<file path="src/rtl/adc_capture_sequencer.sv">
// ADC capture-buffer sequencer: arm, pre-trigger fill, slope/level trigger,
// post-trigger fill, then hold the buffer until the display has drawn it.
module adc_capture_sequencer #(
  parameter int unsigned ADDR_W       = 11,
  parameter int unsigned DATA_W       = 8,
  parameter logic [19:0] AUTO_TIMEOUT = 20'd65535
) (
  input  logic              CLK_64MHZ,
  input  logic              MASTER_RST_N,
  input  logic              SAMPLE_EN,
  input  logic [DATA_W-1:0] SAMPLE_DATA,
  input  logic [DATA_W-1:0] TRIG_LEVEL,
  input  logic              TRIG_SLOPE,
  input  logic [1:0]        TRIG_MODE,
  input  logic              ARM,
  input  logic [ADDR_W-1:0] PRE_COUNT,
  input  logic              DISPLAY_DONE,
  output logic              WR_EN,
  output logic [ADDR_W-1:0] WR_ADDR,
  output logic [DATA_W-1:0] WR_DATA,
  output logic [ADDR_W-1:0] TRIG_ADDR,
  output logic              CAPTURE_READY,
  output logic              FORCED,
  output logic [2:0]        STATE
);

  localparam int unsigned CNT_W = ADDR_W + 1;
  localparam int unsigned TMO_W = 20;
  localparam logic [CNT_W-1:0] LAST_IDX = CNT_W'((2 ** ADDR_W) - 1);
  localparam logic [1:0] MODE_AUTO = 2'b01;
  localparam logic [1:0] MODE_STOP = 2'b11;

  typedef enum logic [2:0] {
    S_IDLE     = 3'd0,
    S_PREFILL  = 3'd1,
    S_WAIT     = 3'd2,
    S_POSTFILL = 3'd3,
    S_HOLD     = 3'd4
  } state_t;

  state_t              r_state, w_state_nxt;
  logic                r_wr_en, r_ready, r_forced, r_prev_valid, r_slope;
  logic [ADDR_W-1:0]   r_wr_addr, r_next_addr, r_trig_addr, r_pre;
  logic [DATA_W-1:0]   r_wr_data, r_prev, r_level;
  logic [CNT_W-1:0]    r_cnt, w_cnt_nxt, w_cnt_inc, w_post_len;
  logic [TMO_W-1:0]    r_tmo, w_tmo_nxt, w_tmo_inc;
  logic                w_capturing, w_wr, w_rise, w_fall, w_hit;
  logic                w_load, w_take, w_force;

  assign w_capturing = (r_state == S_PREFILL) || (r_state == S_WAIT) || (r_state == S_POSTFILL);
  assign w_wr        = SAMPLE_EN && w_capturing;
  assign w_rise      = r_prev_valid && (r_prev < r_level) && (SAMPLE_DATA >= r_level);
  assign w_fall      = r_prev_valid && (r_prev >= r_level) && (SAMPLE_DATA < r_level);
  assign w_hit       = r_slope ? w_fall : w_rise;
  assign w_cnt_inc   = r_cnt + CNT_W'(1);
  assign w_tmo_inc   = r_tmo + TMO_W'(1);
  assign w_post_len  = LAST_IDX - CNT_W'(r_pre);

  always_ff @(posedge CLK_64MHZ or negedge MASTER_RST_N) begin
    if (!MASTER_RST_N) r_state <= S_IDLE;
    else               r_state <= w_state_nxt;
  end

  // Next-state and control strobes; ARM/re-arm read the live settings, captures use latched ones.
  always_comb begin
    w_state_nxt = r_state;
    w_cnt_nxt   = r_cnt;
    w_tmo_nxt   = r_tmo;
    w_load      = 1'b0;
    w_take      = 1'b0;
    w_force     = 1'b0;
    case (r_state)
      S_IDLE: begin
        if (ARM && (TRIG_MODE != MODE_STOP)) begin
          w_load      = 1'b1;
          w_cnt_nxt   = '0;
          w_tmo_nxt   = '0;
          w_state_nxt = (PRE_COUNT == '0) ? S_WAIT : S_PREFILL;
        end
      end
      S_PREFILL: begin
        if (TRIG_MODE == MODE_STOP) begin
          w_state_nxt = S_IDLE;
        end else if (SAMPLE_EN) begin
          if (w_cnt_inc == CNT_W'(r_pre)) begin
            w_cnt_nxt   = '0;
            w_state_nxt = S_WAIT;
          end else begin
            w_cnt_nxt = w_cnt_inc;
          end
        end
      end
      S_WAIT: begin
        if (TRIG_MODE == MODE_STOP) begin
          w_state_nxt = S_IDLE;
        end else if (SAMPLE_EN) begin
          if (w_hit) begin
            w_take = 1'b1;
          end else if ((TRIG_MODE == MODE_AUTO) && (w_tmo_inc == AUTO_TIMEOUT)) begin
            w_take  = 1'b1;
            w_force = 1'b1;
          end else begin
            w_tmo_nxt = w_tmo_inc;
          end
          if (w_take) begin
            w_cnt_nxt   = '0;
            w_tmo_nxt   = '0;
            w_state_nxt = (w_post_len == '0) ? S_HOLD : S_POSTFILL;
          end
        end
      end
      S_POSTFILL: begin
        if (SAMPLE_EN) begin
          if (w_cnt_inc == w_post_len) w_state_nxt = S_HOLD;
          else                         w_cnt_nxt   = w_cnt_inc;
        end
      end
      S_HOLD: begin
        if (DISPLAY_DONE) begin
          if (TRIG_MODE[1]) begin
            w_state_nxt = S_IDLE;
          end else begin
            w_load      = 1'b1;
            w_cnt_nxt   = '0;
            w_tmo_nxt   = '0;
            w_state_nxt = (PRE_COUNT == '0) ? S_WAIT : S_PREFILL;
          end
        end
      end
      default: w_state_nxt = S_IDLE;
    endcase
  end

  // Buffer write port, trigger bookkeeping and latched capture settings.
  always_ff @(posedge CLK_64MHZ or negedge MASTER_RST_N) begin
    if (!MASTER_RST_N) begin
      r_wr_en      <= 1'b0;
      r_wr_addr    <= '0;
      r_next_addr  <= '0;
      r_wr_data    <= '0;
      r_trig_addr  <= '0;
      r_ready      <= 1'b0;
      r_forced     <= 1'b0;
      r_prev       <= '0;
      r_prev_valid <= 1'b0;
      r_pre        <= '0;
      r_level      <= '0;
      r_slope      <= 1'b0;
      r_cnt        <= '0;
      r_tmo        <= '0;
    end else begin
      r_wr_en <= w_wr;
      r_cnt   <= w_cnt_nxt;
      r_tmo   <= w_tmo_nxt;
      r_ready <= (w_state_nxt == S_HOLD);
      if (w_wr) begin
        r_wr_addr    <= r_next_addr;
        r_wr_data    <= SAMPLE_DATA;
        r_next_addr  <= r_next_addr + ADDR_W'(1);
        r_prev       <= SAMPLE_DATA;
        r_prev_valid <= 1'b1;
      end
      if (w_load) begin
        r_pre        <= PRE_COUNT;
        r_level      <= TRIG_LEVEL;
        r_slope      <= TRIG_SLOPE;
        r_forced     <= 1'b0;
        r_prev_valid <= 1'b0;
      end
      if (w_take)  r_trig_addr <= r_next_addr;
      if (w_force) r_forced    <= 1'b1;
    end
  end

  assign WR_EN         = r_wr_en;
  assign WR_ADDR       = r_wr_addr;
  assign WR_DATA       = r_wr_data;
  assign TRIG_ADDR     = r_trig_addr;
  assign CAPTURE_READY = r_ready;
  assign FORCED        = r_forced;
  assign STATE         = r_state;

endmodule

</file>
<file path="config.mk">
export PLATFORM = sky130hd
export DESIGN_NAME = adc_capture_sequencer
export DESIGN_NICKNAME = d
export VERILOG_FILES = /design/src/rtl/adc_capture_sequencer.sv
export SDC_FILE = /design/constraint.sdc
export NUM_CORES = 1
export LEC_CHECK = 0
export CORE_MARGIN = 2
export CORE_UTILIZATION = 56
export CTS_CLUSTER_SIZE = 14
export DETAILED_ROUTE_END_ITERATION = 16
export PLACE_DENSITY = 0.86
export SLEW_MARGIN = 25
export SYNTH_ARGS = -nofsm -noshare
export SYNTH_HDL_FRONTEND = slang
export SYNTH_SLANG_ARGS = --single-unit
</file>
<file path="constraint.sdc">
create_clock -name CLK_64MHZ -period 3.8 [get_ports CLK_64MHZ]
set_input_delay 0.95 -clock CLK_64MHZ [delete_from_list [all_inputs] [get_ports CLK_64MHZ]]
set_output_delay 0.95 -clock CLK_64MHZ [all_outputs]
set_load 0.05 [all_outputs]
</file>
==> flow_summary.json, run 1 <==
{
  "run_status": "finished, final reports clean",
  "synthCells": 602,
  "syn_area_um2": 5876,
  "vias": 5031,
  "h-tree-depth": 3,
  "clkPwrFrac_pct": 16.2,
  "p_sw_mw": 1.639,
  "ctsHoldBuffers": 0,
  "post_cts_resized": 0,
  "cts_tree": "yes",
  "cap_violations": 0,
  "pwr-share-comb_pct": 43.0,
  "num_rows": 37,
  "first_global_vias": 5032,
  "syn_nets": 657,
  "wire_per_inst_um": 18.15,
  "cts_setup_buffers": 0,
  "worst_setup_path_start_kind": "primary input",
  "p_int_mw": 2.290,
  "crit_chain": "clkdlybuf4s50_1 -> ha_1 -> nand4_1 -> a31oi_1 -> nor3_1 -> or4_1 -> a21boi_1 -> nor3b_4 -> buf_4 -> nor2b_1 -> a22o_1",
  "track_usage_pct": 26.77,
  "globalRouteOverflowTotal": 0,
  "drive_gt1_share_pct": 11.48,
  "via_per_inst": 6.305,
  "cts.clk_slew.worst_paths_ns": 0.10,
  "slowest_stage": "clkdlybuf4s50_1",
  "grt_pass1_wl_um": 24290,
  "rsz0062_at_grt": "false",
  "io_pins": 71,
  "p_per_area_nw_per_um2": 572.0,
  "critPathKind": "primary input to flop",
  "synth-edff-count": 0,
  "die_h_um": 106.4,
  "fin_crit_ns": 3.560,
  "holdWs_ns": 0.4956,
  "stdcell_count": 798,
  "portBuffers": 70,
  "dp_slack_ns": -0.09210,
  "area.sequential_um2": 2502,
  "dieWidth_um": 106.4,
  "drcViolationCount": 0,
  "core-area_um2": 10280,
  "slew_viol_final": 0,
  "die-area_um2": 11330,
  "grt_start_max_net_pins": 54,
  "fmax_ghz": 0.2809,
  "crit_required_ns": 4.05,
  "start_util_pct": 57.17,
  "worst-slew-pin-transition_ns": 0.6633,
  "ir_drop_v": 0.0005546,
  "utilization_pct": 66.84,
  "cts.sinks": 100,
  "critPathCaptureType": "flop",
  "pwr-share-seq_pct": 40.8,
  "clk_latency_ns": 0.37,
  "cp_max_fo": 18,
  "drt-pass1-iter-count": 5,
  "synth_top_flop_cell": "dfrtp_1",
  "period_share_pct": 93.67,
  "finalWorstSetupSlack_ns": 0.2404,
  "hold_path_class": "flop to flop",
  "cp_slowest_stage_delay_ns": 0.44,
  "antennaDiodeCount": 0,
  "dpl_cell_area_um2": 6694,
  "dp.cells": 783,
  "hold_violations": 0,
  "p_leak_nw": 2.897,
  "fin_area_um2": 6869,
  "antenna_left": 0,
  "multiInputGateArea_um2": 3108,
  "synth.distinct_cells": 68,
  "grt_antenna_before_repair": 0,
  "syn2layout_area_growth_pct": 16.91,
  "setup_violations": 0,
  "fillers": 794,
  "seq_area_frac_synth_pct": 42.59,
  "wl_um": 14490,
  "netSwitchingFraction_pct": 41.71,
  "arrival_ns": 3.81,
  "drt_iter0_markers": 309,
  "ys_ff_latch": 100,
  "final_nets": 713,
  "yosysWarnings": 0,
  "place_hpwl_um": 10210,
  "cts_root_buf": "clkbuf_8",
  "synth.avg_cell_area_um2": 9.760,
  "final_common_cell": "dfrtp_1",
  "async_flop_share_pct": 100.0,
  "slew_headroom_pct": 55.37,
  "cts_max_path_buffers": 2,
  "finClkSkew_ns": 0.01532,
  "layout_common_cells": "dfrtp_1, clkdlybuf4s50_1, nand2_1",
  "globalplace.congestion": 0.9081,
  "cts_buffers": 9
}
synth_stat cells (all sizes together) (2+ instances only):
| cell | n | area [um^2] |
|---|---|---|
| dfrtp | 100 | 2502 |
| nand2 | 56 | 210.2 |
| mux2 | 44 | 495.5 |
| o21ai | 40 | 204.0 |
| nand3 | 27 | 135.1 |
| nor2 | 26 | 97.59 |
| inv | 24 | 90.09 |
| clkbuf | 22 | 82.58 |
| ha | 20 | 250.2 |
| nand4 | 20 | 125.1 |
| nor3 | 19 | 95.09 |
| a21oi | 18 | 90.09 |
| buf | 18 | 105.1 |
| a22o | 17 | 148.9 |
| xnor2 | 16 | 147.7 |
| xor2 | 13 | 113.9 |
| a21o | 9 | 67.56 |
| nor4 | 9 | 71.32 |
| and3 | 7 | 43.79 |
| or2 | 7 | 43.79 |
| nor3b | 6 | 56.31 |
| or3 | 6 | 37.54 |
| and4 | 5 | 43.79 |
| o211ai | 5 | 37.54 |
| and2 | 4 | 25.02 |
| nand2b | 4 | 25.02 |
| nand3b | 4 | 30.03 |
| or4 | 4 | 30.03 |
| a211o | 3 | 26.28 |
| mux2i | 3 | 30.03 |
| nor2b | 3 | 18.77 |
| o2111ai | 3 | 26.28 |
| o21a | 3 | 22.52 |
| o221ai | 3 | 26.28 |
| a21boi | 2 | 15.02 |
| a31oi | 2 | 12.51 |
| a32oi | 2 | 17.52 |
| a41oi | 2 | 17.52 |
| and3b | 2 | 17.52 |
| nor4b | 2 | 17.52 |
| o22ai | 2 | 12.51 |
| o31a | 2 | 17.52 |
| o31ai | 2 | 15.01 |
per-stage QoR:
step / setup TNS (ns) / power, mW
3_3_place_gp: 0 / 3.161
2_1_floorplan: 0 / 2.727
6_report: 0 / 3.929
3_5_place_dp: -1.667 / 3.258
4_1_cts: 0 / 3.927
5_1_grt: 0 / 4.149
worst max-delay path: cells and delay by family:
kind / cells / cell delay [ns]
AOI/OAI and AO/OA: 3 / 0.84
adders and majority gates: 1 / 0.35
buffers and inverters: 2 / 0.65
and+or+nand+nor: 5 / 1.02
flip-flops by register name (all words and copies together), names as in the netlist:
register       cells
r_pre             11
FORCED             1
r_slope            1
r_prev             8
r_prev_valid       1
WR_EN              1
r_next_addr       11
TRIG_ADDR         11
r_tmo             20
WR_ADDR           11
r_cnt             12
r_level            8
CAPTURE_READY      1
STATE              3
power groups by stage:
stage | Sequential, mW | Combinational (mW) | Clock (mW)
2_1_floorplan | 1.76 | 0.966 | 0
3_3_place_gp | 1.59 | 1.57 | 0
3_5_place_dp | 1.61 | 1.65 | 0
4_1_cts | 1.59 | 1.68 | 0.652
5_1_grt | 1.64 | 1.82 | 0.692
6_report | 1.60 | 1.69 | 0.638
cells by family (layout without fill, tap and decap cells):
| logic type | count (synthesis) | count (layout) | share of synthesized area [%] |
|---|---|---|---|
| xor gates and xnor gates | 31 | 31 | 5.239 |
| adders and majority gates | 20 | 20 | 4.259 |
| muxes | 47 | 47 | 8.944 |
| and+or+nand+nor | 214 | 214 | 19.61 |
| AOI/OAI and AO/OA | 126 | 126 | 14.63 |
| buffers and inverters | 64 | 124 | 4.727 |
| DFF | 100 | 100 | 42.59 |
final timing paths:
| path | startpoint | endpoint | slack [ns] | cells past startpoint |
|---|---|---|---|---|
| setup / recovery | SAMPLE_DATA[7] | r_tmo[18] | 0.24 | 11 |
| hold / removal | TRIG_ADDR[5] | TRIG_ADDR[5] | 0.50 | 1 |
| setup reg to reg | r_cnt[0] | r_cnt[3] | 0.38 | 9 |
| hold reg to reg | TRIG_ADDR[5] | TRIG_ADDR[5] | 0.50 | 1 |
| max in group asynchronous | MASTER_RST_N | r_level[6] | 2.38 | 2 |
| min in group asynchronous | MASTER_RST_N | r_cnt[7] | 0.61 | 1 |
area by class of cell:
cell class / count / share of cell area [%]
Clock buffer: 11 / 2.058
Clock inverter: 4 / 0.4918
Inverter: 24 / 1.311
Multi-Input combinational cell: 438 / 45.25
Sequential cell: 100 / 36.43
Tap cell: 136 / 2.477
Timing Repair Buffer: 85 / 11.99
metal layers:
layer | vias to the layer above | part of all wire, % | track usage [%]
li1 | 2309 | - | -
met1 | 2463 | 42 | 34.62
met5 | - | 0 | 0
met2 | 212 | 47 | 43.50
met4 | 0 | 3.8 | 12.62
met3 | 47 | 6.7 | 5.212
(Power assumes the default switching activity.)
==> run 2, diff against run 1 <==
--- a/config.mk
+++ b/config.mk
@@ -9,2 +9,3 @@
 export CORE_UTILIZATION = 56
+export CTS_CLUSTER_DIAMETER = 60
 export CTS_CLUSTER_SIZE = 14
--- a/constraint.sdc
+++ b/constraint.sdc
@@ -3,2 +3,2 @@
 set_output_delay 0.95 -clock CLK_64MHZ [all_outputs]
-set_load 0.05 [all_outputs]
+set_load 0.02 [all_outputs]
==> results of run 2 <==
Same layout as run 1 (identical final DEF). Status: finished, final reports clean.
Among the figures that moved: total power 3.929 mW -> 3.744 mW; worst IR drop on VDD 0.0005546 V -> 0.0004543 V
==> run 3, diff against run 2 <==
PLACE_DENSITY = 0.76   (was 0.86)
==> flow_summary.json, run 3 (synthesis results as in run 1) <==
{
  "antennaDiodeCount": 0,
  "multiInputGateArea_um2": 3108,
  "hold_violations": 0,
  "final_common_cell": "dfrtp_1",
  "critPathCaptureType": "flop",
  "largest_register_ffs": 20,
  "drt_iter0_markers": 404,
  "track_usage_pct": 25.23,
  "arrival_ns": 3.64,
  "worst-slew-pin-transition_ns": 0.7039,
  "first_global_vias": 4756,
  "fillers": 823,
  "cts_setup_buffers": 0,
  "period_share_pct": 88.88,
  "final_nets": 716,
  "cts_tree": "yes",
  "num_rows": 37,
  "wire_per_inst_um": 17.26,
  "p_leak_nw": 2.928,
  "cts_max_path_buffers": 2,
  "die-area_um2": 11330,
  "stdcell_count": 802,
  "fin_total_pwr_mw": 3.811,
  "worst_setup_path_start_kind": "primary input",
  "p_per_area_nw_per_um2": 549.9,
  "critPathLaunch": "SAMPLE_DATA[3]",
  "grt_pass1_wl_um": 23120,
  "rr_startpoint": "r_cnt[0]",
  "reg2reg_to": "r_cnt[6]",
  "core-area_um2": 10280,
  "reg_top3": "r_tmo x20, r_cnt x12",
  "setup_violations": 0,
  "antenna_left": 0,
  "cts_root_buf": "clkbuf_8",
  "regMostFlops": "r_tmo",
  "drive_gt1_share_pct": 12.16,
  "ctsHoldBuffers": 0,
  "cts.sinks": 100,
  "grt_start_max_net_pins": 52,
  "wl_um": 13840,
  "crit_required_ns": 4.07,
  "drt-pass1-iter-count": 5,
  "cap_violations": 0,
  "globalplace.congestion": 0.8900,
  "crit_path_end": "r_tmo[18]",
  "grt_antenna_before_repair": 0,
  "critPathKind": "primary input to flop",
  "start_util_pct": 57.17,
  "io_pins": 71,
  "dp.cells": 786,
  "post_cts_resized": 0,
  "ir_drop_v": 0.0004305,
  "finClkSkew_ns": 0.01388,
  "layout_common_cells": "dfrtp_1, clkdlybuf4s50_1, nand2_1",
  "run_status": "finished, final reports clean",
  "fmax_ghz": 0.2961,
  "setup_tns_ns": 0,
  "fin_crit_ns": 3.378,
  "cp_max_fo": 11,
  "via_per_inst": 6.059,
  "syn2layout_area_growth_pct": 17.95,
  "drcViolationCount": 0,
  "h-tree-depth": 3,
  "cts_buffers": 9,
  "globalRouteOverflowTotal": 0,
  "cts.clk_slew.worst_paths_ns": 0.11,
  "clk_latency_ns": 0.37,
  "area.sequential_um2": 2502,
  "rsz0062_at_grt": "false",
  "hold_path_class": "flop to flop",
  "r2r_slack_ns": 0.54,
  "die_h_um": 106.4,
  "vias": 4859,
  "place_hpwl_um": 10150,
  "slew_headroom_pct": 52.82,
  "portBuffers": 70,
  "dieWidth_um": 106.4,
  "ff2ff_path_depth": 10,
  "slew_viol_final": 0
}
==> run 3: worst min path at each step <==
stage	from	end	slack, ns	cells after the start
after detailed placement	TRIG_ADDR[4]	TRIG_ADDR[4]	0.48	1
after floorplan	r_next_addr[10]	r_next_addr[10]	0.45	1
after global routing	TRIG_ADDR[4]	TRIG_ADDR[4]	0.51	1
after CTS	TRIG_ADDR[4]	TRIG_ADDR[4]	0.51	1
after global placement	TRIG_ADDR[0]	TRIG_ADDR[0]	0.47	1
final	FORCED	FORCED	0.50	1
==> run 3: stage by stage <==
stage / setup WS (ns) / hold WS [ns] / utilization (%) / cell area, um^2
detailed placement: 0.07098 / 0.4835 / 65.23 / 6704
finish: 0.4225 / 0.5007 / 67.43 / 6930
floorplan: 0.5559 / 0.4544 / - / 5876
global placement: 0.09306 / 0.4742 / 65.23 / 6704
global route: 0.2350 / 0.5130 / 67.43 / 6930
CTS: 0.4545 / 0.5070 / 67.43 / 6930
==> run 3: cell type report <==
type	instances	share of cell area [%]
repair buffers	88	12.02
inverters	24	1.300
clock buffers	9	1.787
well taps	136	2.455
flip-flops and latches	100	36.11
multi-input cells	438	44.85
clock inverters	7	1.480
==> run 3: critical path, cell delays in order <==
cell             delay (ns)
clkdlybuf4s50_1        0.43
ha_1                   0.36
nand4b_1               0.13
a31oi_1                0.19
nor3_1                 0.09
or4_1                  0.39
a21boi_1               0.31
nor3b_4                0.08
buf_4                  0.19
nor2b_1                0.23
a22o_1                 0.30
==> run 3: power by group <==
group	total, mW	switching (mW)	internal (mW)	leakage [nW]
logic	1.47	0.742	0.723	1.51
clock network	0.745	0.417	0.327	0.113
registers	1.60	0.295	1.31	1.31
==> run 3: layer usage <==
| metal | track usage, % | vias to the layer above | part of all wire [%] |
|---|---|---|---|
| met2 | 42.12 | 147 | 49 |
| met4 | 7.236 | 0 | 1.6 |
| met3 | 3.556 | 19 | 4.6 |
| met1 | 34.51 | 2368 | 45 |
| li1 | - | 2325 | - |
| met5 | 0 | - | 0 |
